==> src/rtl/spi_adc_responder.sv <==
// SPI mode-0 responder that serves a zero-extended ADC sample MSB-first and captures
// a command word from MOSI. All SPI pins are oversampled in the clk domain.
module spi_adc_responder #(
  parameter int unsigned FRAME_BITS = 16,
  parameter int unsigned DATA_BITS  = 12,
  parameter int unsigned CMD_BITS   = 4
) (
  input  logic                 clk,
  input  logic                 rst_n,
  input  logic                 SCK,
  input  logic                 CS,
  input  logic                 MOSI,
  output logic                 MISO,
  input  logic [DATA_BITS-1:0] i_SAMPLE,
  input  logic                 i_SAMPLE_VALID,
  output logic [CMD_BITS-1:0]  o_CMD,
  output logic                 o_CMD_VALID,
  output logic                 o_ABORT,
  output logic                 o_BUSY
);

  localparam int unsigned       CntW    = $clog2(FRAME_BITS + 1);
  localparam logic [CntW-1:0]   CntLast = CntW'(FRAME_BITS);
  localparam logic [CntW-1:0]   CntCmd  = CntW'(CMD_BITS);

  typedef enum logic [1:0] {StIdle, StShift, StDone} state_e;

  state_e                r_state;
  state_e                w_state_d;
  logic [2:0]            r_sck_sync;
  logic [2:0]            r_cs_sync;
  logic [1:0]            r_mosi_sync;
  logic [DATA_BITS-1:0]  r_hold;
  logic [FRAME_BITS-1:0] r_shift;
  logic [CntW-1:0]       r_cnt;
  logic [CMD_BITS-1:0]   r_cmd;
  logic [CMD_BITS-1:0]   r_cmd_out;
  logic                  r_cmd_valid;
  logic                  r_abort;

  logic                  w_sck_rise;
  logic                  w_sck_fall;
  logic                  w_cs_fall;
  logic                  w_cs_rise;
  logic [CntW-1:0]       w_cnt_inc;
  logic [CMD_BITS:0]     w_cmd_ext;
  logic [CMD_BITS-1:0]   w_cmd_shift;
  logic [CMD_BITS-1:0]   w_cmd_final;
  logic [DATA_BITS-1:0]  w_load;
  logic                  w_frame_start;
  logic                  w_shift_active;
  logic                  w_frame_done;

  // Index 1 is the synchronized value; index 2 only serves edge detection.
  always_ff @(posedge clk or negedge rst_n) begin
    if (!rst_n) begin
      r_sck_sync  <= 3'b000;
      r_cs_sync   <= 3'b111;
      r_mosi_sync <= 2'b00;
    end else begin
      r_sck_sync  <= {r_sck_sync[1:0], SCK};
      r_cs_sync   <= {r_cs_sync[1:0], CS};
      r_mosi_sync <= {r_mosi_sync[0], MOSI};
    end
  end

  assign w_sck_rise = r_sck_sync[1] & ~r_sck_sync[2];
  assign w_sck_fall = ~r_sck_sync[1] & r_sck_sync[2];
  assign w_cs_rise  = r_cs_sync[1] & ~r_cs_sync[2];
  assign w_cs_fall  = ~r_cs_sync[1] & r_cs_sync[2];

  assign w_cnt_inc   = (r_cnt == CntLast) ? r_cnt : r_cnt + 1'b1;
  assign w_cmd_ext   = {r_cmd, r_mosi_sync[1]};
  assign w_cmd_shift = w_cmd_ext[CMD_BITS-1:0];
  assign w_cmd_final = (r_cnt < CntCmd) ? w_cmd_shift : r_cmd;
  // A strobe coincident with the CS fall is served immediately.
  assign w_load      = i_SAMPLE_VALID ? i_SAMPLE : r_hold;

  assign w_frame_start  = (r_state == StIdle) && w_cs_fall;
  assign w_shift_active = (r_state == StShift) && !w_cs_rise;
  assign w_frame_done   = w_shift_active && w_sck_rise && (w_cnt_inc == CntLast);

  always_ff @(posedge clk or negedge rst_n) begin
    if (!rst_n) begin
      r_state <= StIdle;
    end else begin
      r_state <= w_state_d;
    end
  end

  always_comb begin
    w_state_d = r_state;
    unique case (r_state)
      StIdle:  if (w_cs_fall) w_state_d = StShift;
      StShift: begin
        if (w_cs_rise) begin
          w_state_d = StIdle;
        end else if (w_frame_done) begin
          w_state_d = StDone;
        end
      end
      StDone:  if (w_cs_rise) w_state_d = StIdle;
      default: w_state_d = StIdle;
    endcase
  end

  always_comb begin
    MISO   = 1'b0;
    o_BUSY = (r_state != StIdle);
    if (r_state == StShift) begin
      MISO = r_shift[FRAME_BITS-1];
    end
  end

  always_ff @(posedge clk or negedge rst_n) begin
    if (!rst_n) begin
      r_hold      <= '0;
      r_shift     <= '0;
      r_cnt       <= '0;
      r_cmd       <= '0;
      r_cmd_out   <= '0;
      r_cmd_valid <= 1'b0;
      r_abort     <= 1'b0;
    end else begin
      r_cmd_valid <= w_frame_done;
      r_abort     <= (r_state == StShift) && w_cs_rise;
      if (i_SAMPLE_VALID) begin
        r_hold <= i_SAMPLE;
      end
      if (w_frame_start) begin
        r_shift <= FRAME_BITS'(w_load);
        r_cnt   <= '0;
        r_cmd   <= '0;
      end else if (w_shift_active) begin
        if (w_sck_rise) begin
          r_cnt <= w_cnt_inc;
          if (r_cnt < CntCmd) begin
            r_cmd <= w_cmd_shift;
          end
        end
        if (w_sck_fall) begin
          r_shift <= {r_shift[FRAME_BITS-2:0], 1'b0};
        end
      end
      if (w_frame_done) begin
        r_cmd_out <= w_cmd_final;
      end
    end
  end

  assign o_CMD       = r_cmd_out;
  assign o_CMD_VALID = r_cmd_valid;
  assign o_ABORT     = r_abort;

endmodule

==> config.mk <==
export PLATFORM = sky130hd
export DESIGN_NAME = spi_adc_responder
export DESIGN_NICKNAME = d
export VERILOG_FILES = /design/src/rtl/spi_adc_responder.sv
export SDC_FILE = /design/constraint.sdc
export NUM_CORES = 1
export LEC_CHECK = 0
export ABC_AREA = 1
export CAP_MARGIN = 20
export CORE_MARGIN = 1
export CORE_UTILIZATION = 30
export DETAILED_ROUTE_END_ITERATION = 6
export GPL_ROUTABILITY_DRIVEN = 0
export PLACE_DENSITY_LB_ADDON = 0.15
export REMOVE_ABC_BUFFERS = 1
export SLEW_MARGIN = 20
export SYNTH_ARGS = -nofsm -noshare
export SYNTH_HDL_FRONTEND = slang
export SYNTH_SLANG_ARGS = --single-unit
==> constraint.sdc <==
create_clock -name clk -period 1.7 [get_ports clk]
set_input_delay 0.34 -clock clk [delete_from_list [all_inputs] [get_ports clk]]
set_output_delay 0.34 -clock clk [all_outputs]
set_load 0.02 [all_outputs]
Word-level counts from Yosys, hierarchy flattened
Cells that the tools add are included.
{"block": "op_classes", "add_sub_neg": 1, "mul": 0, "n_div": 0, "order_cmp": 1, "eq_ne": 7, "n_shift": 0, "mux": 18, "n_bitwise": 8, "n_reduce_logical": 14}
{"op": "two-way mux 16 bit", "n": 3}
{"op": "two-way mux 5 bit", "n": 4}
{"op": "two-way mux 4 bit", "n": 4}
{"op": "two-way mux 12 bit", "n": 1}
{"op": "== test 5 bit, second input constant", "n": 2}
{"op": "two-way mux 2 bit", "n": 4}
{"op": "nonzero test 2 bit", "n": 4}
{"op": "case mux 2 bit (3 select lines)", "n": 1}
{"op": "adder 5 x 1 -> 5 bit, second input constant", "n": 1}
{"op": "logical AND 1 bit", "n": 5}
{"op": "< comparator 5 x 3 -> 1 bit, second input constant", "n": 1}
{"op": "bitwise AND 1 bit", "n": 4}
{"op": "!= test 2 bit, second input constant", "n": 2}
{"op": "NOT 1 bit", "n": 4}
{"op": "AND reduction 2 bit", "n": 2}
{"op": "!= test 3 bit, second input constant", "n": 1}
{"op": "AND reduction 3 bit", "n": 1}
{"op": "== test 2 x 1 -> 1 bit, second input constant", "n": 1}
{"op": "== test 2 bit, second input constant", "n": 1}
{"op": "zero test 2 bit", "n": 1}
{"op": "zero test 1 bit", "n": 1}
{"op": "two-way mux 1 bit", "n": 1}
{"block": "word_totals", "register_bits": 53, "latchBits": 0, "ram_bits": 0, "mem_bits_ro": 0, "inputBits": 18, "out_inout_bits": 8, "wordCells": 60, "n_memories": 0}

Logic depth before layout (Yosys ltp)
Gate-level depths: netlist of run 1.
{"block": "logic_depth", "word_depth": 9, "depth_mapped": 11, "mapped_depth_nobuf": 11}

Worst setup path before layout of run 1
No wires, ideal clock.
{"block": "synth_path", "path_type": "register to register", "from": "reg r_cnt[0]", "to": "reg r_state[0]", "setup_ps": 121, "arrival_ps": 1255, "required_ps": 1579, "setup_slack_ps": 323, "path_stages_with_launch": 12, "path_buffers": 0, "period_less_slack_ps": 1377, "cell_sequence": "dfrtp_1 -> inv_1 -> ha_1 -> nand2_1 -> inv_1 -> nand2_1 -> nand2_1 -> nand2_1 -> nor2_4 -> nand3_4 -> nand2_1 -> nand2_1"}
{"block": "synth_via", "elab_chain_len": 6, "word_cells_on_any_way": 7, "classes_between": "1 x add/sub; 3 x eq/ne; 1 x mux; 2 x reduce/logical"}
{"element": "start: declaration", "line_no": "35", "source": "logic [CntW-1:0] r_cnt;"}
{"element": "start signal: assignment", "line_no": "136", "source": "r_cnt <= w_cnt_inc;"}
{"element": "adder 5 x 1 -> 5 bit / == test 5 bit (equally long branches)", "line_no": "72", "source": "assign w_cnt_inc = (r_cnt == CntLast) ? r_cnt : r_cnt + 1'b1;"}
{"element": "two-way mux 5 bit (*)", "line_no": "72"}
{"element": "== test 5 bit (*)", "line_no": "81", "source": "assign w_frame_done = w_shift_active && w_sck_rise && (w_cnt_inc == CntLast);"}
{"element": "logical AND 1 bit (*)", "line_no": "81"}
{"element": "!= test 3 bit (no source line) (*)"}
{"element": "AND reduction 3 bit (no source line) (*)"}
{"element": "end signal: assignment", "line_no": "85", "source": "r_state <= StIdle;"}
{"element": "end signal: assignment", "line_no": "87", "source": "r_state <= w_state_d;"}
{"element": "end: declaration", "line_no": "28", "source": "state_e r_state;"}
Every way passes the cells marked *; elsewhere a longest branch is shown, timed or not.
A chain may end at the register's enable or synchronous reset.

Worst setup path after layout of run 1
{"block": "layout_path", "from": "reg r_state[1]", "to": "out MISO"}
{"block": "layout_via", "elab_chain_len": 2}
{"element": "== test 2 x 1 -> 1 bit", "line_no": "110", "source": "if (r_state == StShift) begin"}
{"element": "two-way mux 1 bit", "line_no": "110"}
{"element": "end: declaration", "line_no": "13", "source": "output logic MISO,"}
Every way passes these cells.

==> results.md, run 1 <==
* Number of CTS-inserted buffers at 5
* Slowest cell on the critical path: dfrtp_1
* Library cells used by synthesis at 27
* Switching Fraction at 27.92%
* Clock transition at path regs at 0.09 ns
* Initial Util at 31.84%
* Fin nets at ~310
* Die width at a little over 90 um
* Area Overhead vs Synth at 21.96%
* Hold Path Class: in2async
* Critical-path cell list: clkinv_2 -> nand2_2 -> nor2_1 -> clkdlybuf4s15_1
* Crit Path Max Fanout at 3
* Overall routed net length at about 4.1 mm
* I/O pins at 26
* Design Power at 3.081 mW
* FF-to-FF Start: r_cnt[1]
* Final Skew at 0.007613 ns
* Share of layout cells above drive strength 1 at 12.24%
* Via count at approximately 1.7k
* CTS tree: built
* # diodes at 0
* Place WS at ~0.09 ns
* Pwr dens at 1071 mW/mm^2
* Number of iterations in the first detailed-routing pass at 4
* Area of the multi-input gates at 829.5 um^2
* Worst R2R Setup Slack at 0.17 ns
* Synth warnings at 0
* Crit end category: output pin
* Post-DP HPWL at 2.813 mm
* Tightest Pin Transition at 0.3509 ns
* Final period util at 94.26%
* NetSw at ~860 uW
* LEAKAGE at between 1 and 1.5 nW
* Status: finished clean
* Final hold vios at 0
* Initial antenna violation count at 0
* Register Area at 0.001330 mm^2
* Worst R2R End: r_state[0]
* CP startpoint: r_state[1]
* Rows at 31
* Maximum VDD drop at 0.4029 mV
* Final Setup Violations at 0
* CP Launch Type: flop
* Crit path time final at 1.602 ns
* Int Pwr at 2.221 mW
* Die H at a little over 90 um
* Setup TNS at 0 ns
* Unrepaired setup endpoints after global routing: false
* Fmax at 0.6240 GHz
* Core area at 0.007408 mm^2
* Clock power share at approximately 28%
* H-tree levels at 2
* Family with the most delay on the worst path: flip-flops
* Fin util at roughly two fifths
* Register area share after synthesis at a little under three fifths
* Grt ovf at 0
* Comb pwr share at 21.4%
* Clk buf depth at 2
* Max-cap viol count at 0
* WL/cell at 10.47 um
* CP bufs+invs at 2
* # DRC at 0
* Placed insts at about 380
* Worst hold slack at between 0.006 and 0.007 ns
* CTS Root Cell: clkbuf_8
* Setup WS post-layout at 0.09752 ns
* Die area at 0.008220 mm^2
* #FFs+latches synth at 53
* Fin area at ~0.0029 mm^2
* GRT Util Overall at ~11%
* Worst EP required at 1.36 ns
* Vias in the first global route at 1627
* Mapped cell area at around 0.0024 mm^2
* Initial DRC Count at 67
* Placement Cell Area at 0.002731 mm^2
* Largest net degree at the start of global routing at 54
* Fin cells at 393
* Setup CP Type: reg2out
* Buffers on Ports at 25
* Syn Area/Cell at 9.036 um^2
* Latest clock arrival within the worst-skew pair at 0.30 ns
* Final Max Slew Viols at 0
* Slew Limit Headroom at 76.57%
* R2R depth at 8
* Cells after Synth at around 260
* Global-route wire length before repair at 7.300 mm
* Reg power frac at 50.3%
* Final ANT Viol Nets at 0
* Largest incremental delay on the critical path at 0.41 ns
* Via/cell ratio at approximately 4.3
* Clock sink count at 53
* CP Data Arrival Time at 1.26 ns
* Fill cells at 745
-- state kept, by name (all words and copies together) (netlist names) --
| register | cells |
|---|---|
| o_CMD_VALID | 1 |
| r_hold | 12 |
| o_CMD | 4 |
| r_state | 2 |
| r_shift | 16 |
| r_mosi_sync | 2 |
| r_sck_sync | 3 |
| r_cnt | 5 |
| r_cs_sync | 3 |
| r_cmd | 4 |
| o_ABORT | 1 |
-- layout by cell type (no fill, tap or decap), drive strengths merged --
cell type | synthesis | final
clkdlybuf4s15 | 0 | 1
a211oi | 1 | 1
o22ai | 1 | 1
o211ai | 1 | 1
nand2 | 78 | 78
o21ai | 44 | 44
clkbuf | 0 | 7
bufinv | 0 | 1
mux2 | 1 | 1
dfrtp | 50 | 50
dlygate4sd2 | 0 | 1
nand4 | 7 | 7
clkinv | 1 | 1
dfstp | 3 | 3
inv | 40 | 40
buf | 7 | 8
clkdlybuf4s50 | 0 | 22
nand3 | 12 | 12
ha | 2 | 2
a21oi | 2 | 2
nor2 | 11 | 11
-- worst reg2reg max path, stage by stage (launching register included) --
cell	delay, ns
dfrtp_1	0.41
buf_4	0.15
ha_1	0.21
nand4_1	0.10
nand2_1	0.11
nor2_4	0.19
nand3_4	0.13
nand2_1	0.08
nand2_1	0.04
-- cell usage after synthesis --
cell type | count | area (um^2)
a21oi_1 | 2 | 10.01
mux2_2 | 1 | 11.26
o22ai_1 | 1 | 6.260
nand3_1 | 10 | 50.05
dfstp_2 | 3 | 78.83
o21ai_1 | 1 | 5.000
nor2_8 | 1 | 20.02
buf_6 | 1 | 11.26
nand2_2 | 2 | 12.51
nand3_4 | 2 | 35.03
buf_4 | 1 | 7.510
clkinv_2 | 1 | 5.000
nor2_1 | 4 | 15.01
nand4_4 | 1 | 21.27
ha_1 | 2 | 25.02
nor2_2 | 3 | 18.77
a211oi_1 | 1 | 7.510
nor2_4 | 3 | 33.78
o211ai_2 | 1 | 12.51
buf_2 | 5 | 25.02
inv_1 | 38 | 142.6
inv_2 | 2 | 7.510
dfrtp_1 | 50 | 1251
nand4_1 | 6 | 37.54
nand2_4 | 1 | 11.26
o21ai_0 | 43 | 215.2
nand2_1 | 75 | 281.5
-- how the worst max path moves through the flow --
stage,slack [ns],depth (start not counted),endpoint
floorplan,0.32,11,r_state[0]
global placement,0.1,5,r_shift[0]
detailed placement,0.09,5,r_shift[0]
CTS,0.05,4,MISO
global route,0.004,11,r_state[0]
finish,0.1,4,MISO
-- power by group through the flow --
stage	Combinational (mW)	Sequential, mW	Clock, mW
3_3_place_gp	0.622	1.58	0
6_report	0.659	1.55	0.872
2_1_floorplan	0.436	1.56	0
5_1_grt	0.774	1.57	0.961
3_5_place_dp	0.625	1.58	0
4_1_cts	0.624	1.56	0.915
-- cell type report --
| type | count | area share (%) |
|---|---|---|
| clock buffer | 7 | 3.001 |
| tap | 99 | 4.306 |
| inverter | 41 | 5.394 |
| clock inverter | 1 | 1.044 |
| timing repair buffer | 32 | 11.18 |
| sequential | 53 | 46.24 |
| multi-input combinational | 160 | 28.84 |
-- cells by family (layout without fill, tap and decap cells) --
family	after synthesis	after routing	share of synthesized area, %
AOI/OAI and AO/OA	49	49	10.88
adders and majority gates	2	2	1.061
buffers and inverters	48	81	8.435
DFF	53	53	56.39
muxes	1	1	0.4774
and+or+nand+nor	108	108	22.76
-- per-layer routing --
metal	track usage (%)	part of all wire, %	vias up
met5	0	0	-
met4	2.823	0.83	0
met3	2.525	3.2	5
met2	18.18	45	31
met1	14.16	51	745
li1	-	-	892
-- timing repair --
action	CTS	global route
pin swaps	0	1
hold buffers	0	0
resized for setup	2	1
buffers inserted	0	4
endpoints found under the setup margin	2	6
Note: power is estimated with default switching activity, not from simulation.
==> run 2: changes to the inputs <==
Settings changed: CORE_MARGIN 1 to 2.
==> run 2 against run 1 <==
Net effect:
- clock skew fell by 0.0030 ns
- global-route usage barely moved
- sequential share of layout area rose by 0.45 points
- count of clock-buffer cells in the layout fell by 1
- die area rose by 4.5%
- first-iteration DRC count fell by 31%
- cell area fell by 0.96%
- non-clock buffer count did not move
- routed wire length rose by 1.2%
- combinational power rose by 1%
- flip-flop and latch count did not move
- total power fell by 6.0%
- critical path type unchanged
==> results.md, run 2 (same netlist as run 1, synthesis figures left out) <==
* Core area at 0.007687 mm^2 (+3.8%)
* Commonest cells after routing, fill and taps aside: nand2_1, dfrtp_1, o21ai_0
* Setup TNS at 0 ns (unchanged)
* Crit end category: output pin
* Design Power at 2.897 mW (-6.0%)
* Die width at 92.67 um (+2.2%)
* Number of CTS-inserted buffers at 5 (unchanged)
* Fin area at 0.002849 mm^2 (-0.96%)
* Largest regs: r_shift x16, r_hold x12, r_cnt x5
* Cts hold-fix bufs at 0 (unchanged)
* Status: finished clean
* Buffers on Ports at 25 (unchanged)
* LEAKAGE at 1.351 nW (-0.99%)
* Overall routed net length at 4.163 mm (+1.2%)
* Largest net degree at the start of global routing at 54 (unchanged)
* Worst R2R Setup Slack at 0.18 ns (about the same)
* CP Launch Type: flop
* Grt ovf at 0 (unchanged)
* # diodes at 0 (unchanged)
* Number of iterations in the first detailed-routing pass at 4 (unchanged)
* Via/cell ratio at 4.253 (-0.11%)
* Tightest Pin Transition at 0.3441 ns (-0.006846 ns)
* Rows at 32 (+3.2%)
* Slew Limit Headroom at 76.82% (+0.25 points)
* Crit Path Max Fanout at 3 (unchanged)
* Family with the most delay on the worst path: flip-flops
* Initial antenna violation count at 0 (unchanged)
* CP Data Arrival Time at 1.26 ns (about the same)
* Initial DRC Count at 46 (-31%)
* Final hold vios at 0 (unchanged)
* Maximum VDD drop at 0.4000 mV (-0.72%)
* Area Overhead vs Synth at 20.80%
* WL/cell at 10.51 um (+0.42%)
* CTS Root Cell: clkbuf_8
* Clock power share at 23.6% (-4.7 points)
* Clock sink count at 53 (unchanged)
* Initial Util at 30.68% (-1.2 points)
* Fin util at 37.06% (-1.8 points)
* Final period util at 94.10% (-0.16 points)
* Slowest cell on the critical path: dfrtp_1
* Share of layout cells above drive strength 1 at 12.93% (+0.68 points)
* Clk buf depth at 2 (unchanged)
* Max-cap viol count at 0 (unchanged)
* Via count at 1684 (+0.66%)
* Fin nets at 313 (unchanged)
* Pwr dens at 1017 mW/mm^2 (-5.1%)
* Most common cell after layout, fill and taps aside: nand2_1
* Final Skew at 0.004625 ns (-0.002988 ns)
* Reg power frac at 53.4% (+3.1 points)
* Final ANT Viol Nets at 0 (unchanged)
* CP bufs+invs at 2 (unchanged)
* Final Setup Violations at 0 (unchanged)
* Post-DP HPWL at 2.841 mm (+0.98%)
* Setup CP Type: reg2out
* Largest incremental delay on the critical path at 0.40 ns (about the same)
* Fill cells at 818 (+9.8%)
* I/O pins at 26 (unchanged)
* Critical-path cell list: clkinv_2 -> nand2_2 -> nor2_1 -> clkdlybuf4s15_1
* # DRC at 0 (unchanged)
* Max reg flops at 16 (unchanged)
* Crit path time final at 1.600 ns (-0.002717 ns)
* Clock transition at path regs at 0.09 ns (about the same)
* Global-route wire length before repair at 7.417 mm (+1.6%)
* NetSw at 869.6 uW (+1.1%)
* Placement Cell Area at 0.002735 mm^2 (+0.14%)
* Top reg by flops: r_shift
* Comb pwr share at 23.0% (+1.6 points)
* Fmax at 0.6251 GHz (+0.17%)
* Final Max Slew Viols at 0 (unchanged)
* Latest clock arrival within the worst-skew pair at 0.31 ns (about the same)
* Die H at 92.67 um (+2.2%)
* H-tree levels at 2 (unchanged)
* Hold Path Class: in2async
* Switching Fraction at 30.02% (+2.1 points)
* Vias in the first global route at 1660 (+2.0%)
* GRT Util Overall at 10.88% (about the same)
* Unrepaired setup endpoints after global routing: false
* CTS tree: built
* Die area at 0.008587 mm^2 (+4.5%)
* Worst EP required at 1.36 ns (about the same)
* Int Pwr at 2.027 mW (-8.7%)
==> run 2: cell types whose count changed in the layout (fill, tap and decap cells not counted) <==
cell and change:
bufinv_16 -1, inv_2 +1, clkinv_2 +2, inv_1 -1, nand2_1 -1, clkbuf_8 -1, nand2_2 +1
==> run 2: metal layers <==
layer | wire length, um | up-vias | part of all wire [%] | track usage (%)
met2 | 1853 | 25 | 45 | 17.46
met1 | 2095 | 767 | 50 | 14.22
met4 | 62 | 0 | 1.5 | 4.044
met5 | 0 | - | 0 | 0
li1 | - | 885 | - | -
met3 | 151 | 7 | 3.6 | 2.766
==> run 2: through the flow <==
step                hold WS, ns  worst slack [ns]  cells
floorplan               0.04441            0.3202    254
global placement         0.3329           0.09467    384
detailed placement       0.3347           0.08029    384
CTS                     0.01778           0.04933    392
global route            0.03777         0.0002123    396
finish                 0.006052            0.1002    396
==> run 2: final timing paths <==
| kind | depth (start not counted) | start | end |
|---|---|---|---|
| worst max-delay path | 4 | r_state[1] | MISO |
| worst min-delay path | 2 | rst_n | r_cnt[2] |
| worst max register to register | 10 | r_cnt[0] | o_CMD[0] |
| worst min register to register | 0 | r_sck_sync[0] | r_sck_sync[1] |
| max in group asynchronous | 2 | rst_n | r_cs_sync[1] |
| min in group clk | 0 | r_sck_sync[0] | r_sck_sync[1] |
==> run 2: timing repair <==
action                     CTS  global route
resized for setup            2             3
buffers inserted             0             4
pin swaps                    0             2
cloned                       0             0
setup endpoints to repair    2             6
==> run 2: power groups by stage <==
stage / clock network [mW] / logic (mW) / registers [mW]
2_1_floorplan: 0 / 0.436 / 1.56
3_5_place_dp: 0 / 0.629 / 1.58
3_3_place_gp: 0 / 0.623 / 1.58
5_1_grt: 0.767 / 0.779 / 1.57
6_report: 0.683 / 0.666 / 1.55
4_1_cts: 0.727 / 0.628 / 1.55
==> run 2: worst reg2reg max path, delay by kind of cell, from the launching register on <==
family / cells / cell delay [ns]
simple gates: 7 / 0.57
fa+ha+maj: 1 / 0.23
buf+inv: 2 / 0.21
flops: 1 / 0.41
==> run 2: cell type report <==
type / count / area [um^2] / share of cell area (%)
clock buffers: 6 / 72.57 / 2.547
clock inverters: 2 / 10.01 / 0.3513
inverters: 41 / 155.1 / 5.446
multi-input cells: 160 / 832.0 / 29.21
flip-flops and latches: 53 / 1330 / 46.68
well taps: 102 / 127.6 / 4.480
repair buffers: 32 / 321.6 / 11.29
==> run 3: changes to the inputs <==
Settings changed: PLACE_DENSITY set to 0.48, PLACE_DENSITY_LB_ADDON 0.15 to not set.
==> run 3 against run 2 <==
Net effect:
- clock power is 30% higher
- non-clock buffer count is 2 lower
- combinational power is 3.8% lower
- cell count is 0.51% lower
- maximum frequency is 0.19% lower
- critical endpoint is now o_CMD[2]
- largest power group unchanged
- critical path depth is 3 lower
- cell area is 0.70% higher
==> results.md, run 3 (same netlist as run 1, synthesis figures left out) <==
* Crit end category: output pin
* Global-route wire length before repair at 7.541 mm (+1.7%)
* Die width at 92.67 um (unchanged)
* NetSw at 875.3 uW (+0.66%)
* Max-cap viol count at 0 (unchanged)
* Via count at 1676 (-0.48%)
* # DRC at 0 (unchanged)
* Worst EP required at 1.36 ns (about the same)
* CTS Root Cell: clkbuf_8
* Clock power share at 28.9% (+5.3 points)
* CP Launch Type: flop
* Status: finished clean
* Rows at 32 (unchanged)
* Place WS at 0.06496 ns (-0.01533 ns)
* Unrepaired setup endpoints after global routing: false
* Fmax at 0.6239 GHz (-0.19%)
* Placement Cell Area at 0.002735 mm^2 (unchanged)
* CP bufs+invs at 1 (-1)
* CP startpoint: o_CMD[2]
* LEAKAGE at 1.353 nW (+0.16%)
* Commonest cells after routing, fill and taps aside: nand2_1, dfrtp_1, o21ai_0
* Max reg flops at 16 (unchanged)
* Clk buf depth at 2 (unchanged)
* Final Skew at 0.009173 ns (+0.004548 ns)
* Top reg by flops: r_shift
* Largest incremental delay on the critical path at 0.60 ns (+0.20 ns)
* Maximum VDD drop at 0.4590 mV (+15%)
* Share of layout cells above drive strength 1 at 11.99% (-0.94 points)
* Grt ovf at 0 (unchanged)
* Family with the most delay on the worst path: buffers and inverters
* Via/cell ratio at 4.254 (about the same)
* Comb pwr share at 20.8% (-2.2 points)
* Grt peak-use layer: met2
* Placed insts at 384 (unchanged)
* Slowest cell on the critical path: clkdlybuf4s50_1
* Die area at 0.008587 mm^2 (unchanged)
* Post-DP HPWL at 2.769 mm (-2.5%)
* Fin nets at 311 (-0.64%)
* FF-to-FF Start: r_cnt[1]
* CP Data Arrival Time at 1.26 ns (about the same)
* GRT Util Overall at 10.98% (+0.10 points)
* Latest clock arrival within the worst-skew pair at 0.30 ns (about the same)
* Setup TNS at 0 ns (unchanged)
* Largest net degree at the start of global routing at 54 (unchanged)
* Design Power at 3.078 mW (+6.2%)
* Initial DRC Count at 56 (+22%)
* Fin cells at 394 (-0.51%)
* Die H at 92.67 um (unchanged)
* Buffers on Ports at 25 (unchanged)
* Area Overhead vs Synth at 21.64%
* Vias in the first global route at 1641 (-1.1%)
* Initial Util at 30.68% (unchanged)
* Crit Path Max Fanout at 2 (-1)
* Number of iterations in the first detailed-routing pass at 4 (unchanged)
* Fin area at 0.002869 mm^2 (+0.70%)
* H-tree levels at 2 (unchanged)
* Setup CP Type: reg2out
* Largest regs: r_shift x16, r_hold x12, r_cnt x5
* Setup WS post-layout at 0.09712 ns (-0.003114 ns)
* Final period util at 94.29% (+0.18 points)
* Hold Path Class: in2async
* Clock transition at path regs at 0.10 ns (about the same)
* Most common cell after layout, fill and taps aside: nand2_1
* Slew Limit Headroom at 77.12% (+0.30 points)
* Core area at 0.007687 mm^2 (unchanged)
* Switching Fraction at 28.44% (-1.6 points)
* Met1 GRT Util at 15.61% (+1.4 points)
* Pwr dens at 1073 mW/mm^2 (+5.5%)
* Int Pwr at 2.202 mW (+8.6%)
* Met3 Usage GRT at 2.766% (unchanged)
* Final Setup Violations at 0 (unchanged)
* Number of CTS-inserted buffers at 5 (unchanged)
* Tightest Pin Transition at 0.3396 ns (-0.004410 ns)
* Reg power frac at 50.2% (-3.2 points)
* # diodes at 0 (unchanged)
* I/O pins at 26 (unchanged)
* CTS tree: built
* Final Max Slew Viols at 0 (unchanged)
* WL/cell at 10.52 um (about the same)
* Initial antenna violation count at 0 (unchanged)
* Clock sink count at 53 (unchanged)
* Final hold vios at 0 (unchanged)
* GR Layer Usage met2 at 16.73% (-0.73 points)
* Final ANT Viol Nets at 0 (unchanged)
* Crit path time final at 1.603 ns (+0.003114 ns)
* Overall routed net length at 4.146 mm (-0.41%)
* Critical-path cell list: clkdlybuf4s50_1
[run 3: path summary, 6_finish.rpt]
kind | endpoint | slack [ns] | cells past startpoint
max | o_CMD[2] | 0.1 | 1
min | r_cnt[2] | 0.02 | 2
max reg2reg | r_state[0] | 0.17 | 11
min reg2reg | r_mosi_sync[1] | 0.36 | 0
max in group asynchronous | r_cs_sync[2] | 1.40 | 2
min in group clk | r_mosi_sync[1] | 0.36 | 0
[run 3: final cells by class]
type	count	area, um^2
clock buffers	6	82.58
fillers	809	4818
well taps	102	127.6
inverters	41	155.1
repair buffers	30	306.5
multi-input cells	160	829.5
flip-flops and latches	53	1330
clock inverters	2	37.54
[run 3: power groups by stage]
stage | Clock (mW) | Combinational (mW) | Sequential (mW)
floorplan | 0 | 0.436 | 1.56
finish | 0.890 | 0.641 | 1.55
global route | 0.989 | 0.747 | 1.57
detailed placement | 0 | 0.626 | 1.58
CTS | 0.932 | 0.623 | 1.56
global placement | 0 | 0.621 | 1.58
[run 3: stage by stage]
step,util (%),hold WS (ns)
2_1_floorplan,-,0.04441
3_3_place_gp,35.58,0.3350
3_5_place_dp,35.58,0.3418
4_1_cts,37.11,0.02152
5_1_grt,37.32,0.02439
6_report,37.32,0.01934
[run 3: layer usage]
| layer | wire (um) | share of wire, % |
|---|---|---|
| met1 | 2149 | 52 |
| met4 | 38 | 0.92 |
| met3 | 167 | 4.0 |
| met2 | 1791 | 43 |
| met5 | 0 | 0 |
[run 3: repair_timing]
item / in CTS / in global routing
resized for setup: 2 / 1
hold buffers: 0 / 0
buffers inserted: 0 / 2
pin swaps: 0 / 1
endpoints found under the setup margin: 2 / 6
